<file path="src/rtl/hex_word_reader.sv">
// Holds a datapath word and shows a four-nibble window of it on the HEX digits.
// The window moves with the pushbuttons or by auto-scroll, with optional leading-zero blanking.

module hex_key_edge (
    input  logic CLOCK_50,
    input  logic rst,
    input  logic key_n,
    output logic press
);
    logic [1:0] sync;
    logic       sync_d;

    // Two-flop synchronizer, then a registered falling-edge pulse
    always_ff @(posedge CLOCK_50 or negedge rst) begin
        if (!rst) begin
            sync   <= 2'b11;
            sync_d <= 1'b1;
            press  <= 1'b0;
        end else begin
            sync   <= {sync[0], key_n};
            sync_d <= sync[1];
            press  <= sync_d & ~sync[1];
        end
    end
endmodule

module hex_word_reader #(
    parameter int WORD_W     = 32,
    parameter int SCROLL_DIV = 25000000
) (
    input  logic              CLOCK_50,
    input  logic              rst,
    input  logic [WORD_W-1:0] word_in,
    input  logic              word_valid,
    output logic              word_ready,
    input  logic              key_next_n,
    input  logic              key_prev_n,
    input  logic              auto_en,
    input  logic              blank_lz,
    output logic [15:0]       hex_value,
    output logic [3:0]        hex_off,
    output logic [3:0]        offset,
    output logic              at_top,
    output logic              at_bottom
);
    localparam int N       = WORD_W / 4;
    localparam int MAX_OFF = N - 4;
    localparam int CNT_W   = $clog2(SCROLL_DIV);

    localparam logic [3:0]       OFF_MAX = 4'(MAX_OFF);
    localparam logic [CNT_W-1:0] CNT_TC  = CNT_W'(SCROLL_DIV - 1);

    localparam logic [1:0] S_EMPTY = 2'd0;
    localparam logic [1:0] S_LOAD  = 2'd1;
    localparam logic [1:0] S_SHOW  = 2'd2;

    logic [1:0]        state;
    logic [WORD_W-1:0] held;
    logic [CNT_W-1:0]  scroll_cnt;
    logic [1:0]        keys_n;
    logic [1:0]        press;
    logic              accept;
    logic [15:0]       window;
    logic [3:0]        lz_off;
    logic [3:0]        off_nxt;

    assign keys_n = {key_prev_n, key_next_n};

    for (genvar k = 0; k < 2; k++) begin : g_key
        hex_key_edge u_key (
            .CLOCK_50 (CLOCK_50),
            .rst      (rst),
            .key_n    (keys_n[k]),
            .press    (press[k])
        );
    end

    assign word_ready = (state != S_LOAD);
    assign accept     = word_valid && word_ready;

    always_ff @(posedge CLOCK_50 or negedge rst) begin
        if (!rst) begin
            state      <= S_EMPTY;
            held       <= '0;
            offset     <= 4'd0;
            scroll_cnt <= '0;
        end else if (accept) begin
            state      <= S_LOAD;
            held       <= word_in;
            offset     <= 4'd0;
            scroll_cnt <= '0;
        end else begin
            case (state)
                S_LOAD:  state <= S_SHOW;
                S_SHOW: begin
                    // Key presses restart the auto-scroll interval
                    if (press[0] && press[1]) begin
                        scroll_cnt <= '0;
                    end else if (press[0]) begin
                        if (offset != OFF_MAX) offset <= offset + 4'd1;
                        scroll_cnt <= '0;
                    end else if (press[1]) begin
                        if (offset != 4'd0) offset <= offset - 4'd1;
                        scroll_cnt <= '0;
                    end else if (auto_en && scroll_cnt == CNT_TC) begin
                        offset     <= (offset == OFF_MAX) ? 4'd0 : offset + 4'd1;
                        scroll_cnt <= '0;
                    end else if (auto_en) begin
                        scroll_cnt <= scroll_cnt + CNT_W'(1);
                    end else begin
                        scroll_cnt <= '0;
                    end
                end
                S_EMPTY: state <= S_EMPTY;
                default: state <= S_EMPTY;
            endcase
        end
    end

    assign window = 16'(held >> {offset, 2'b00});

    // Digit i blanks when no nonzero nibble sits at or above its position
    always_comb begin
        logic nz;
        nz     = 1'b0;
        lz_off = 4'b0000;
        for (int i = 1; i < 4; i++) begin
            nz = 1'b0;
            for (int j = 0; j < N; j++) begin
                if (j >= int'(offset) + i && held[4*j +: 4] != 4'd0) nz = 1'b1;
            end
            lz_off[i] = ~nz;
        end
    end

    assign off_nxt = (state == S_EMPTY) ? 4'b1111 : (blank_lz ? lz_off : 4'b0000);

    always_ff @(posedge CLOCK_50 or negedge rst) begin
        if (!rst) begin
            hex_value <= 16'h0000;
            hex_off   <= 4'b1111;
            at_top    <= 1'b0;
            at_bottom <= 1'b1;
        end else begin
            hex_value <= window;
            hex_off   <= off_nxt;
            at_top    <= (offset == OFF_MAX);
            at_bottom <= (offset == 4'd0);
        end
    end
endmodule

</file>
<file path="config.mk">
export PLATFORM = sky130hd
export DESIGN_NAME = hex_word_reader
export DESIGN_NICKNAME = d
export VERILOG_FILES = /design/src/rtl/hex_word_reader.sv
export SDC_FILE = /design/constraint.sdc
export NUM_CORES = 1
export LEC_CHECK = 0
export CORE_UTILIZATION = 40
export CTS_CLUSTER_SIZE = 24
export DETAILED_ROUTE_END_ITERATION = 16
export MAX_ROUTING_LAYER = met4
export PLACE_DENSITY = 0.63
export SLEW_MARGIN = 20
export SYNTH_ARGS = -nofsm -noshare
export SYNTH_HDL_FRONTEND = slang
export SYNTH_SLANG_ARGS = --single-unit
</file>
<file path="constraint.sdc">
create_clock -name CLOCK_50 -period 3.95 [get_ports CLOCK_50]
set_input_delay 0.79 -clock CLOCK_50 [delete_from_list [all_inputs] [get_ports CLOCK_50]]
set_output_delay 0.79 -clock CLOCK_50 [all_outputs]
set_load 0.02 [all_outputs]
</file>
==> metrics.csv <==
metric;value;unit
worst-path cell chain;clkdlybuf4s50_1 -> or3b_2 -> or4_4 -> o211ai_2 -> buf_4 -> a31o_1 -> nor2_1;
Sink Count;93;
total vias in the final route;4110;
DRT antenna net count;0;
vias in the first global route;4138;
Synth Flop Type;dfrtp_1;
IO buf count;65;
Setup crit end kind;register;
compound-gate portion of the synthesized area;10.53;%
Seq/Total Area, Yosys;46.92;%
fraction of layout cells with a size suffix above 1;8.893;%
fill count;1151;
Reg clk slew, reported paths;0.07;ns
initial antenna violation count;0;
CORE AREA;12060;um^2
post-synthesis mux area share;8.149;%
largest family of logic cells by synthesized area;simple AND/OR/NAND/NOR gates;
I/O pin total;66;
Syn Inst Count;533;
run status;complete, no violations;
xor and xnor area share after synthesis;3.511;%
Die X;113.7;um
Critical Path Fanout Max;17;
VDD IR max;0.0001619;V
Pwr Density;494.9;nW/um^2
first-pass GRT wire length;20650;um
Synth Cell Area;4990;um^2
Multi-input gate area;2485;um^2
crit path max-delay cell type;a31o_1;
RSZ-0062 raised after global routing;no;
Placer Congestion;0.8803;
Vias/cell;5.380;
Total GRT Usage;21.00;%
sequential standard cell area;2342;um^2
# hold bufs at CTS;0;
H-tree Lvls;3;
Synth area leader;dfrtp_1;
pre-CTS setup slack;0.5436;ns
Simple-Gate Fraction of Synth Area;24.15;%
Die H;113.7;um
Final period util;75.84;%
drt pass-1 iters;4;
initial core utilization;41.37;%
Worst setup SP type;input port;
CP bufs+invs;2;
Syn Nets;585;
MaxCap Viol Count;0;
CTS Buf Count;9;
WL per Instance;16.08;um
WP data arrival;3.19;ns
Worst Tran Pin Value;1.009;ns
Final Hold Viols;0;
worst-case clock buffer depth;2;
# rows;40;
setup repair bufs after CTS;0;
Max Slew Vio Count;0;
Area contributors post-synth;dfrtp_1 41%, nand2_1 9.6%, dfstp_2 5.8%;
GRT overflow;0;
EDFF count, synth;0;
ant diodes;0;
die area;12930;um^2
final net count;643;
post-synth top area share;41.12;%
cell family with most CP delay;simple AND/OR/NAND/NOR gates;
Req. time, crit path;4.15;ns
asr flop ratio synth;100.0;%
CP max stage delay;0.54;ns
largest net degree at the start of global routing;44;
clock latency on the worst-skew pair;0.34;ns
worst setup margin;0.9542;ns
crit path kind;in2reg;
DRC;0;
DR iter-0 viols;234;
yosys warns;0;
setup tns final;0;ns
Fmax;0.3338;GHz
Tmin final;2.996;ns
Pleak;2.572;nW
WL final;12290;um
Max transition margin;32.76;%
Mapped Avg Cell Area;9.362;um^2
area grow syn2layout;22.22;%
post-CTS sizing;0;
# setup viols final;0;
hpwl dp;8981;um
Post-Route Skew;0.01238;ns
clk root buf;clkbuf_16;
Hold Crit Class;in2async;
synthesized flop and latch total;93;
CTS tree;done;
Netlist cell types;62;
Synth Area in Adders;3.460;%
## area by class of cell
class | count | share of cell area, %
multi-input combinational | 403 | 40.75
sequential | 93 | 38.41
timing repair buffer | 71 | 11.37
clock buffer | 12 | 4.042
tap | 168 | 3.447
clock inverter | 4 | 1.190
inverter | 13 | 0.8002
## stage by stage
stage / instances / total power (W) / utilization (%) / hold slack, ns / cell area [um^2]
2_1_floorplan: 533 / 0.001752 / - / 0.3452 / 4990
3_3_place_gp: 748 / 0.002094 / 47.91 / 0.3484 / 5779
3_5_place_dp: 748 / 0.002108 / 47.91 / 0.3481 / 5779
4_1_cts: 764 / 0.003045 / 50.56 / 0.3454 / 6098
5_1_grt: 764 / 0.003185 / 50.56 / 0.3536 / 6098
6_report: 764 / 0.003018 / 50.56 / 0.3404 / 6098
## state kept, by name, indices dropped and copies added, names as in the netlist
register,count
held,32
scroll_cnt,25
hex_value,16
g_key.u_key.sync,4
hex_off,4
offset,4
g_key.u_key.press,2
g_key.u_key.sync_d,2
state,2
at_bottom,1
at_top,1
## cell usage after synthesis (all sizes together) (2+ instances only)
cell type and n:
a21oi 19, a221o 2, a31o 5, a31oi 5, and2 6, and3 5
and4 5, buf 11, clkbuf 13, dfrtp 82, dfstp 11, ha 13
inv 12, mux2 5, mux2i 26, mux4 4, nand2 128, nand2b 7
nand3 10, nand4 14, nor2 43, nor2b 4, nor3 6, nor3b 6
nor4 10, nor4b 2, o211ai 2, o21a 6, o21ai 14, o221ai 4
o22ai 3, o311ai 5, o31ai 3, or3 2, or4 4, xnor2 4
xor2 16
## worst paths after layout
| check | start | to | slack [ns] | cells past startpoint |
|---|---|---|---|---|
| min | rst | offset[1] | 0.34 | 1 |
| min reg2reg | g_key[1].u_key.sync[0] | g_key[1].u_key.sync[1] | 0.36 | 0 |
| min in group CLOCK_50 | g_key[1].u_key.sync[0] | g_key[1].u_key.sync[1] | 0.36 | 0 |
| max in group asynchronous | rst | g_key[0].u_key.sync_d | 2.75 | 2 |
| max | auto_en | scroll_cnt[11] | 0.95 | 7 |
| max reg2reg | offset[0] | offset[1] | 1.17 | 6 |
## cells by family after synthesis
group / after synthesis
multiplexers: 35
AO/OA/AOI/OAI: 77
AND/OR/NAND/NOR: 257
flip-flops: 93
XOR/XNOR: 20
adder cells (fa/ha/maj): 14
buffers and inverters: 37
## power breakdown
| group | internal (W) | leakage [nW] | total, W | switching, W |
|---|---|---|---|---|
| Combinational | 0.000385 | 1.25 | 0.000849 | 0.000464 |
| Clock | 0.000571 | 0.153 | 0.000922 | 0.000351 |
| Sequential | 0.00111 | 1.17 | 0.00125 | 0.000136 |
| Total | 0.00207 | 2.57 | 0.00302 | 0.000952 |
## per-layer routing
layer	track usage, %	part of all wire [%]	vias up
met5	-	0	-
met4	7.281	1.4	0
met3	3.454	3.8	15
met2	32.44	48	105
met1	28.10	47	1995
li1	-	-	1995
## cell usage in the layout (no fill, tap or decap), drive strengths merged, types with 3 or more instances in the layout
cell type	Yosys	final
a31oi	5	5
o311ai	5	5
a21oi	19	19
dfrtp	82	82
nor2b	4	4
nand2	128	128
o21ai	14	14
o21a	6	6
nand2b	7	7
nor3b	6	6
and2	6	6
o31ai	3	3
inv	12	12
nand3	10	10
mux2	5	5
buf	11	7
and4	5	5
xnor2	4	4
nor4	10	10
xor2	16	16
a31o	5	5
mux2i	26	26
or4	4	4
mux4	4	4
clkdlybuf4s50	0	64
nor2	43	43
o221ai	4	4
dfstp	11	11
nand4	14	14
clkbuf	13	12
and3	5	5
nor3	6	6
o22ai	3	3
ha	13	13
## worst register-to-register path: cells and delay by family, from the launching register on
| family | cells | cell delay [ns] |
|---|---|---|
| flip-flops | 1 | 1.02 |
| buffers and inverters | 1 | 0.25 |
| AND/OR/NAND/NOR | 2 | 0.46 |
| adder cells (fa/ha/maj) | 1 | 0.30 |
| AO/OA/AOI/OAI | 2 | 0.65 |
Power figures use the tool's default switching activity.
